==> src/rtl/phy_rx_lane_deser_pkg.sv <==
// Shared definitions for the PHY RX lane deserialiser:
// default comma symbol and per-lane alignment state encodings.
package phy_rx_lane_deser_pkg;

    localparam logic [7:0] COMMA_DEF = 8'hBC;
    localparam int MAX_COMMAS = 15;

    typedef enum logic [1:0] {
        UNLOCKED = 2'd0,
        LOCKING  = 2'd1,
        ACTIVE   = 2'd2
    } lane_state_t;

endpackage

==> src/rtl/phy_rx_lane_deser_if.sv <==
// Lane bundle between the serial front end and the RX deserialiser:
// serial bits and enables in, symbols and lane status out.
interface phy_rx_lane_deser_if #(
    parameter int LANES = 2,
    parameter int W     = 8
);
    logic [LANES-1:0]   serial_in;
    logic [LANES-1:0]   lane_enable;
    logic [LANES*W-1:0] data_out;
    logic [LANES-1:0]   valid_out;
    logic [LANES-1:0]   sym_strobe;
    logic [LANES-1:0]   active;
    logic               all_active;

    modport master (
        output serial_in, lane_enable,
        input  data_out, valid_out, sym_strobe, active, all_active
    );

    modport slave (
        input  serial_in, lane_enable,
        output data_out, valid_out, sym_strobe, active, all_active
    );
endinterface

==> src/rtl/phy_rx_lane_align.sv <==
// Single-lane symbol aligner: sliding comma hunt, comma-count lock,
// then fixed-phase symbol capture until reset or disable.
module phy_rx_lane_align
    import phy_rx_lane_deser_pkg::*;
#(
    parameter int         W             = 8,
    parameter logic [W-1:0] COMMA       = W'(COMMA_DEF),
    parameter int         ACTIVE_COMMAS = 4
) (
    input  logic         clk,
    input  logic         reset,
    input  logic         enable,
    input  logic         serial,
    output logic [W-1:0] data,
    output logic         valid,
    output logic         strobe,
    output logic         active
);

    localparam int CW = $clog2(W);

    lane_state_t   state_q, state_d;
    logic [W-2:0]  sr;
    logic [W-1:0]  nxt;
    logic [CW-1:0] cnt_q, cnt_d;
    logic [3:0]    cc_q, cc_d;
    logic [W-1:0]  data_d;
    logic          valid_d;
    logic          strobe_d;
    logic          boundary;
    logic          is_comma;

    assign nxt      = {sr, serial};
    assign boundary = (cnt_q == CW'(W - 1));
    assign is_comma = (nxt == COMMA);

    always_comb begin
        state_d  = state_q;
        cnt_d    = cnt_q;
        cc_d     = cc_q;
        data_d   = data;
        valid_d  = 1'b0;
        strobe_d = 1'b0;
        if (!enable) begin
            state_d = UNLOCKED;
            cnt_d   = '0;
            cc_d    = '0;
        end else begin
            unique case (1'b1)
                (state_q == UNLOCKED): begin
                    if (is_comma) begin
                        cnt_d    = '0;
                        cc_d     = 4'd1;
                        strobe_d = 1'b1;
                        state_d  = (ACTIVE_COMMAS == 1) ? ACTIVE : LOCKING;
                    end
                end
                (state_q == LOCKING): begin
                    if (boundary) begin
                        cnt_d    = '0;
                        strobe_d = 1'b1;
                        if (is_comma) begin
                            cc_d = cc_q + 4'd1;
                            if (cc_d == 4'(ACTIVE_COMMAS)) state_d = ACTIVE;
                        end else begin
                            cc_d    = '0;
                            state_d = UNLOCKED;
                        end
                    end else begin
                        cnt_d = cnt_q + CW'(1);
                    end
                end
                (state_q == ACTIVE): begin
                    if (boundary) begin
                        cnt_d    = '0;
                        strobe_d = 1'b1;
                        // idle commas keep the last data symbol visible
                        if (!is_comma) begin
                            data_d  = nxt;
                            valid_d = 1'b1;
                        end
                    end else begin
                        cnt_d = cnt_q + CW'(1);
                    end
                end
                default: begin
                    state_d = UNLOCKED;
                    cnt_d   = '0;
                    cc_d    = '0;
                end
            endcase
        end
    end

    always_ff @(posedge clk) begin
        if (reset) begin
            state_q <= UNLOCKED;
            sr      <= '0;
            cnt_q   <= '0;
            cc_q    <= '0;
            data    <= '0;
            valid   <= 1'b0;
            strobe  <= 1'b0;
        end else begin
            state_q <= state_d;
            sr      <= nxt[W-2:0];
            cnt_q   <= cnt_d;
            cc_q    <= cc_d;
            data    <= data_d;
            valid   <= valid_d;
            strobe  <= strobe_d;
        end
    end

    assign active = (state_q == ACTIVE);

endmodule

==> src/rtl/phy_rx_lane_deser.sv <==
// N-lane PHY RX deserialiser: one aligner per lane plus the
// masked all-lanes-active flag for the TX recirculation logic.
module phy_rx_lane_deser
    import phy_rx_lane_deser_pkg::*;
#(
    parameter int           LANES         = 2,
    parameter int           W             = 8,
    parameter logic [W-1:0] COMMA         = W'(COMMA_DEF),
    parameter int           ACTIVE_COMMAS = 4
) (
    input  logic                   clk_32f,
    input  logic                   reset,
    phy_rx_lane_deser_if.slave     rx
);

    logic [LANES*W-1:0] data_v;
    logic [LANES-1:0]   valid_v;
    logic [LANES-1:0]   strobe_v;
    logic [LANES-1:0]   active_v;

    for (genvar i = 0; i < LANES; i++) begin : g_lane
        phy_rx_lane_align #(
            .W             (W),
            .COMMA         (COMMA),
            .ACTIVE_COMMAS (ACTIVE_COMMAS)
        ) u_align (
            .clk    (clk_32f),
            .reset  (reset),
            .enable (rx.lane_enable[i]),
            .serial (rx.serial_in[i]),
            .data   (data_v[i*W +: W]),
            .valid  (valid_v[i]),
            .strobe (strobe_v[i]),
            .active (active_v[i])
        );
    end

    assign rx.data_out   = data_v;
    assign rx.valid_out  = valid_v;
    assign rx.sym_strobe = strobe_v;
    assign rx.active     = active_v;
    // disabled lanes are masked; no enabled lane means not active
    assign rx.all_active = (|rx.lane_enable)
                         & (&(active_v | ~rx.lane_enable));

endmodule
==> src/flat_wrapper.sv <==
// flat-port wrapper written by rule: the top's interface ports become plain ports
module phy_rx_lane_deser_flat import phy_rx_lane_deser_pkg::*;
#(
    parameter int           LANES         = 2,
    parameter int           W             = 8,
    parameter logic [W-1:0] COMMA         = W'(COMMA_DEF),
    parameter int           ACTIVE_COMMAS = 4
)
  (clk_32f, reset, rx_serial_in, rx_lane_enable, rx_data_out, rx_valid_out, rx_sym_strobe, rx_active, rx_all_active);
  phy_rx_lane_deser_if #(.LANES(LANES), .W(W)) rx_i ();
  input  logic clk_32f;
  input  logic reset;
  input wire logic [$bits(rx_i.serial_in)-1:0] rx_serial_in;
  input wire logic [$bits(rx_i.lane_enable)-1:0] rx_lane_enable;
  output wire logic [$bits(rx_i.data_out)-1:0] rx_data_out;
  output wire logic [$bits(rx_i.valid_out)-1:0] rx_valid_out;
  output wire logic [$bits(rx_i.sym_strobe)-1:0] rx_sym_strobe;
  output wire logic [$bits(rx_i.active)-1:0] rx_active;
  output wire logic [$bits(rx_i.all_active)-1:0] rx_all_active;
  assign rx_i.serial_in = rx_serial_in;
  assign rx_i.lane_enable = rx_lane_enable;
  assign rx_data_out = rx_i.data_out;
  assign rx_valid_out = rx_i.valid_out;
  assign rx_sym_strobe = rx_i.sym_strobe;
  assign rx_active = rx_i.active;
  assign rx_all_active = rx_i.all_active;
  phy_rx_lane_deser #(.LANES(LANES), .W(W), .COMMA(COMMA), .ACTIVE_COMMAS(ACTIVE_COMMAS)) u_core (.clk_32f(clk_32f), .reset(reset), .rx(rx_i));
endmodule
==> config.mk <==
export PLATFORM = sky130hd
export DESIGN_NAME = phy_rx_lane_deser_flat
export DESIGN_NICKNAME = d
export VERILOG_FILES = /design/src/rtl/phy_rx_lane_deser_pkg.sv /design/src/rtl/phy_rx_lane_deser_if.sv /design/src/rtl/phy_rx_lane_align.sv /design/src/rtl/phy_rx_lane_deser.sv /design/src/flat_wrapper.sv
export SDC_FILE = /design/constraint.sdc
export NUM_CORES = 1
export LEC_CHECK = 0
export ABC_AREA = 1
export CORE_MARGIN = 8
export CORE_UTILIZATION = 55
export CTS_CLUSTER_DIAMETER = 150
export DETAILED_ROUTE_END_ITERATION = 7
export GPL_TIMING_DRIVEN = 0
export PLACE_DENSITY = 0.75
export SLEW_MARGIN = 20
export SYNTH_ARGS = -nofsm -noshare
export SYNTH_HDL_FRONTEND = slang
export SYNTH_SLANG_ARGS = --single-unit
==> constraint.sdc <==
create_clock -name clk_32f -period 2 [get_ports clk_32f]
set_clock_uncertainty 0.05 [all_clocks]
set_input_delay 0.4 -clock clk_32f [delete_from_list [all_inputs] [get_ports clk_32f]]
set_output_delay 0.4 -clock clk_32f [all_outputs]
set_load 0.02 [all_outputs]
# Word-level counts from Yosys, hierarchy flattened
# Index checks and enable logic that the tools add are counted.
# W data, S select, Z words.
dict set report totals {
  in_bits 6
  reg_bits 52
  out_inout_bits 23
  elab_cells 93
}
dict set report classes {
  addsub 4
  eq_ne 16
  n_bitwise 11
  reduce_logical 16
  muxes 32
}
# cell count
set ops {}
lappend ops {{$mux W4} 6}
lappend ops {{$pmux W4 S3} 2}
lappend ops {{$eq A8 B8 Y1 const B} 2}
lappend ops {{$mux W2} 8}
lappend ops {{$reduce_and A4 Y1} 4}
lappend ops {{$mux W3} 4}
lappend ops {{$pmux W2 S3} 2}
lappend ops {{$pmux W3 S2} 2}
lappend ops {{$reduce_or A2 Y1} 5}
lappend ops {{$add A4 B1 Y4 const B} 2}
lappend ops {{$eq A4 B3 Y1 const B} 2}
lappend ops {{$ne A2 B2 Y1 const B} 4}
lappend ops {{$not A1 Y1} 8}
lappend ops {{$reduce_or A4 Y1} 2}
lappend ops {{$add A3 B1 Y3 const B} 2}
lappend ops {{$eq A3 B3 Y1 const B} 2}
lappend ops {{$mux W1} 6}
lappend ops {{$ne A3 B2 Y1 const B} 2}
lappend ops {{$reduce_and A3 Y1} 2}
lappend ops {{$eq A2 B1 Y1 const B} 2}
lappend ops {{$eq A2 B2 Y1 const B} 2}
lappend ops {{$logic_not A2 Y1} 2}
lappend ops {{$pmux W1 S2} 2}
lappend ops {{$not A2 Y2} 1}
lappend ops {{3 further kinds} 3}

# Logic depth before layout (Yosys ltp)
dict set report depth {
  word_depth 6
  depth_mapped 10
  mapped_depth_nobuf 10
}

# By module
# A second synthesis with hierarchy kept.
dict set report unflattened {
  cells_unflattened 302
  area_unflattened_um2 2438.6
}
# mod instances seq_area_each_um2 area_per_inst_um2 cells_per_inst
set by_module_without_submodules {}
lappend by_module_without_submodules {{phy_rx_lane_align at u_core.g_lane[1].u_align} 1 520.5 1239.9 148}
lappend by_module_without_submodules {{phy_rx_lane_align at u_core.g_lane[0].u_align} 1 520.5 1169.9 147}
lappend by_module_without_submodules {phy_rx_lane_deser 1 0.0 28.8 7}

# Worst setup path after synthesis
# Ideal clock, no wire load.
dict set report synth_path {
  path_kind {reg-to-output}
  start {register u_core.g_lane[1].u_align.state_q[0]}
  end {output port rx_all_active}
  path_buffers 0
  required_ns 1.550
  slack_ns 0.467
  arrival_time_ns 1.083
  path_stages_with_launch 5
  cell_sequence {dfxtp_1 inv_1 ha_1 o22ai_1 a21oi_1}
}
dict set report synth_between {
  elab_chain_cells 4
}
# element line_no
set synth_lines {}
lappend synth_lines {{start, declared} phy_rx_lane_align.sv:22} ;# lane_state_t state_q, state_d;
lappend synth_lines {{start signal, assigned} phy_rx_lane_align.sv:105} ;# state_q <= state_d;
lappend synth_lines {{$eq A2 B2 Y1} phy_rx_lane_align.sv:115} ;# assign active = (state_q == ACTIVE);
lappend synth_lines {{via u_core.g_lane[1].u_align.active} phy_rx_lane_align.sv:17} ;# output logic active
lappend synth_lines {{$or A2 B2 Y2} phy_rx_lane_deser.sv:44} ;# & (&(active_v | ~rx.lane_enable));
lappend synth_lines {{$reduce_and A2 Y1} phy_rx_lane_deser.sv:44}
lappend synth_lines {{$and A1 B1 Y1} phy_rx_lane_deser.sv:44}
lappend synth_lines {{end, declared} flat_wrapper.sv:19} ;# output wire logic [$bits(rx_i.all_active)-1:0] rx_all_active;
# The timed path passes the listed nets, and every way through them passes these cells.

# Worst setup path in the final report
dict set report layout_path {
  start {register u_core.g_lane[0].u_align.state_q[0]}
  end {output port rx_all_active}
}
dict set report layout_between {
  elab_chain_cells 4
}
# element line_no
set layout_lines {}
lappend layout_lines {{start, declared} phy_rx_lane_align.sv:22}
lappend layout_lines {{start signal, assigned} phy_rx_lane_align.sv:105}
lappend layout_lines {{$eq A2 B2 Y1} phy_rx_lane_align.sv:115}
lappend layout_lines {{via u_core.g_lane[0].u_align.active} phy_rx_lane_align.sv:17}
lappend layout_lines {{$or A2 B2 Y2} phy_rx_lane_deser.sv:44}
lappend layout_lines {{$reduce_and A2 Y1} phy_rx_lane_deser.sv:44}
lappend layout_lines {{$and A1 B1 Y1} phy_rx_lane_deser.sv:44}
# The timed path passes the listed nets, and every way through them passes these cells.

==> flow_summary.yaml <==
final_layout:
  num-fill-cells: 390
  layout.nets: 362
  drive_gt1_frac: 0.139
  stdcell_count: 391
  postLayoutCoreUtil: 0.665
  antenna-diode-count: 0
  area_growth_pct: 17.6
floorplan:
  core_area_mm2: 0.00429
  die_area_mm2: 0.00680
  start_util: 0.566
  die_h_um: 82.5
  die_x_um: 82.5
  ios: 29
  rows: 24
placement:
  hpwl_mm: 3.51
  place_congestion: 0.793
  io_buffers: 27
  dp.cells: 383
sta:
  slew_viol_final: 0
  rsz0062_at_grt: "false"
  finalHoldViolCount: 0
  relSlewSlack: 0.699
  fin_crit_sh: 0.963
  fin_hold_ws_ns: 0.334
  worst_pin_slew_ns: 0.452
  fin_crit_ns: 1.93
  timing.fmax_mhz: 519
  final-setup-viol-count: 0
yosys:
  ys_types: 30
  ys_async_sr_fraction: 0
  synthAdderAreaFrac: 0.0927
  synthSimpleGateAreaFrac: 0.245
  synthTopCellsByCount: "dfxtp_1, nand2_1, nor2_1"
  synth_edf_count: 0
  synth_compound_area_frac: 0.134
  yosysTopAreaCellShare: 0.429
  synthXorXnorAreaFrac: 0
  syn_nets: 328
  seq_area_frac_synth: 0.429
  yosys_warnings: 0
  synth_top_flop_cell: "dfxtp_1"
  ys_seq_elements: 52
  synth.most_common_cell: "dfxtp_1"
  syn_inst: 304
  avgSynthCellArea_um2: 7.99
  yosysTopAreaCell: "dfxtp_1"
  synth.area.mux_share: 0
  netlist_top_cells_area: "dfxtp_1, ha_1, nand2_1"
  synth_top_family_by_area: "simple AND/OR/NAND/NOR gates"
  netlist_area_mm2: 0.00243
critical_path:
  slowest_delay_ns: 0.35
  arrival_ns: 1.48
  start_kind: "register"
  reg2regPathDepth: 8
  cpMaxStageDelayCell: "dfxtp_2"
  criticalPathCategory: "reg2out"
  crit_path_max_fanout: 4
  critPathCaptureType: "output port"
  worstPathRequired_ns: 1.55
  crit_chain: "inv_1 -> ha_2 -> o22ai_1 -> a21oi_1 -> buf_4"
pwr:
  p_sw_frac: 0.230
  leakage_nw: 1.22
  p_int_mw: 1.31
  combPwrFrac: 0.029
  vdd_ir_drop_max_mv: 0.469
  clock_power_share: 0.356
  powerDensity_mw_per_mm2: 594
  netSwitchingPower_mw: 0.390
  p_seq_frac: 0.615
drt:
  drc: 0
  vias_per_cell: 4.97
  ant_nets: 0
  dr.pass1.iters: 4
  dr_total_vias: 1942
  wl_mm: 4.57
  wire_per_inst_um: 11.7
  first_iter_violations: 122
global_route:
  overflow: 0
  grt_pass1_wl_mm: 8.14
  grt_pass1_vias: 1933
  grt_usage: 0.151
  antenna_found_initial: 0
  grt_max_degree: 17
cts:
  cts_tree: "built"
  cts_hold_buf: 0
  cts.sinks: 52
  clock_latency_ns: 0.31
  ctsRootBufferMaster: "clkbuf_8"
  cts_buffers: 5
  cts_buffer_depth: 2
  htreeDepth: 2
  path_clk_slew_ns: 0.09
job:
  maxCapViolations: 0
status:
  status: "finished, final reports clean"
worst_hold_path:
  min_delay_path_depth: 2
  min_path_type: "in2reg"
-- registers in the layout, indices dropped and copies added, names as in the netlist --
name / count
u_core.g_lane.u_align.cc_q: 8
u_core.g_lane.u_align.state_q: 4
u_core.g_lane.u_align.strobe: 2
u_core.g_lane.u_align.cnt_q: 6
u_core.g_lane.u_align.sr: 14
u_core.g_lane.u_align.data: 16
u_core.g_lane.u_align.valid: 2
-- per-stage QoR --
step	setup WS, ns	power [mW]	setup TNS, ns	area (um^2)
after global placement	-0.288	1.12	-0.288	2760
final	0.0749	1.70	0	2860
after floorplan	0.467	1.10	0	2430
after CTS	0.0283	1.71	0	2850
after detailed placement	-0.334	1.12	-0.334	2760
after global routing	0.0255	1.75	0	2860
-- placed cells by master, fill, tap and decap left out, types with 2 or more instances in the layout --
cell,instances
nor2_2,4
buf_4,7
clkbuf_8,5
buf_6,2
buf_1,2
a211oi_1,2
ha_2,2
o21ai_0,18
dlygate4sd2_1,2
nand3_1,13
o21ai_2,3
nor2_1,45
dfxtp_1,50
nand2_1,48
a21oi_1,26
inv_2,2
nand2_2,3
o21ai_1,3
inv_1,38
clkdlybuf4s50_1,24
nor2_4,3
dfxtp_2,2
nand2_4,4
nand4_1,2
ha_1,16
-- critical path: cells and delay by family (launching register included) --
| kind | cells | cell delay, ns |
|---|---|---|
| AOI/OAI and AO/OA | 2 | 0.30 |
| DFF | 1 | 0.35 |
| adders and majority gates | 1 | 0.24 |
| buffers and inverters | 2 | 0.28 |
-- power by group through the flow --
stage	logic [mW]	clock network, mW	registers, mW
CTS	0.0491	0.618	1.04
global route	0.0546	0.654	1.05
floorplan	0.0292	0	1.07
global placement	0.0493	0	1.07
detailed placement	0.0498	0	1.07
finish	0.0492	0.604	1.04
-- metal layers --
layer	GRT usage	wire length [um]	vias up
li1	-	-	1022
met1	0.168	2040	888
met2	0.270	2280	26
met3	0.0368	188	6
met4	0.0544	58	0
met5	0	0	-
-- kinds of logic after synthesis --
logic type	count (synthesis)
AND/OR/NAND/NOR	125
AO/OA/AOI/OAI	56
flip-flops	52
buffers and inverters	53
adder cells (fa/ha/maj)	18
-- final cells by class --
cell class / count / area [um^2] / area share
Clock buffer: 6 / 72.6 / 0.0254
Inverter: 42 / 161 / 0.0565
Tap cell: 52 / 65.1 / 0.0228
Multi-Input combinational cell: 199 / 1150 / 0.403
Sequential cell: 52 / 1040 / 0.365
Buffer: 11 / 80.1 / 0.0280
Timing Repair Buffer: 27 / 265 / 0.0929
Clock inverter: 2 / 16.3 / 0.00570
-- worst paths after layout --
kind	slack, ns	start	to
worst max-delay path	0.07	u_core.g_lane[0].u_align.state_q[0]$_SDFFE_PP0P_	rx_all_active
worst min-delay path	0.33	reset	u_core.g_lane[1].u_align.data[0]$_SDFFE_PP0P_
worst max register to register	0.37	u_core.g_lane[1].u_align.cnt_q[0]$_SDFFE_PP0P_	u_core.g_lane[1].u_align.state_q[0]$_SDFFE_PP0P_
worst min register to register	0.39	u_core.g_lane[0].u_align.sr[0]$_SDFF_PP0_	u_core.g_lane[0].u_align.sr[1]$_SDFF_PP0_
-- repair_timing --
action / CTS / global route
buffers inserted: 0 / 0
resized for setup: 8 / 3
cloned: 0 / 0
pin swaps: 0 / 0
endpoints found under the setup margin: 3 / 3
Note: power is estimated with default switching activity, not from simulation.
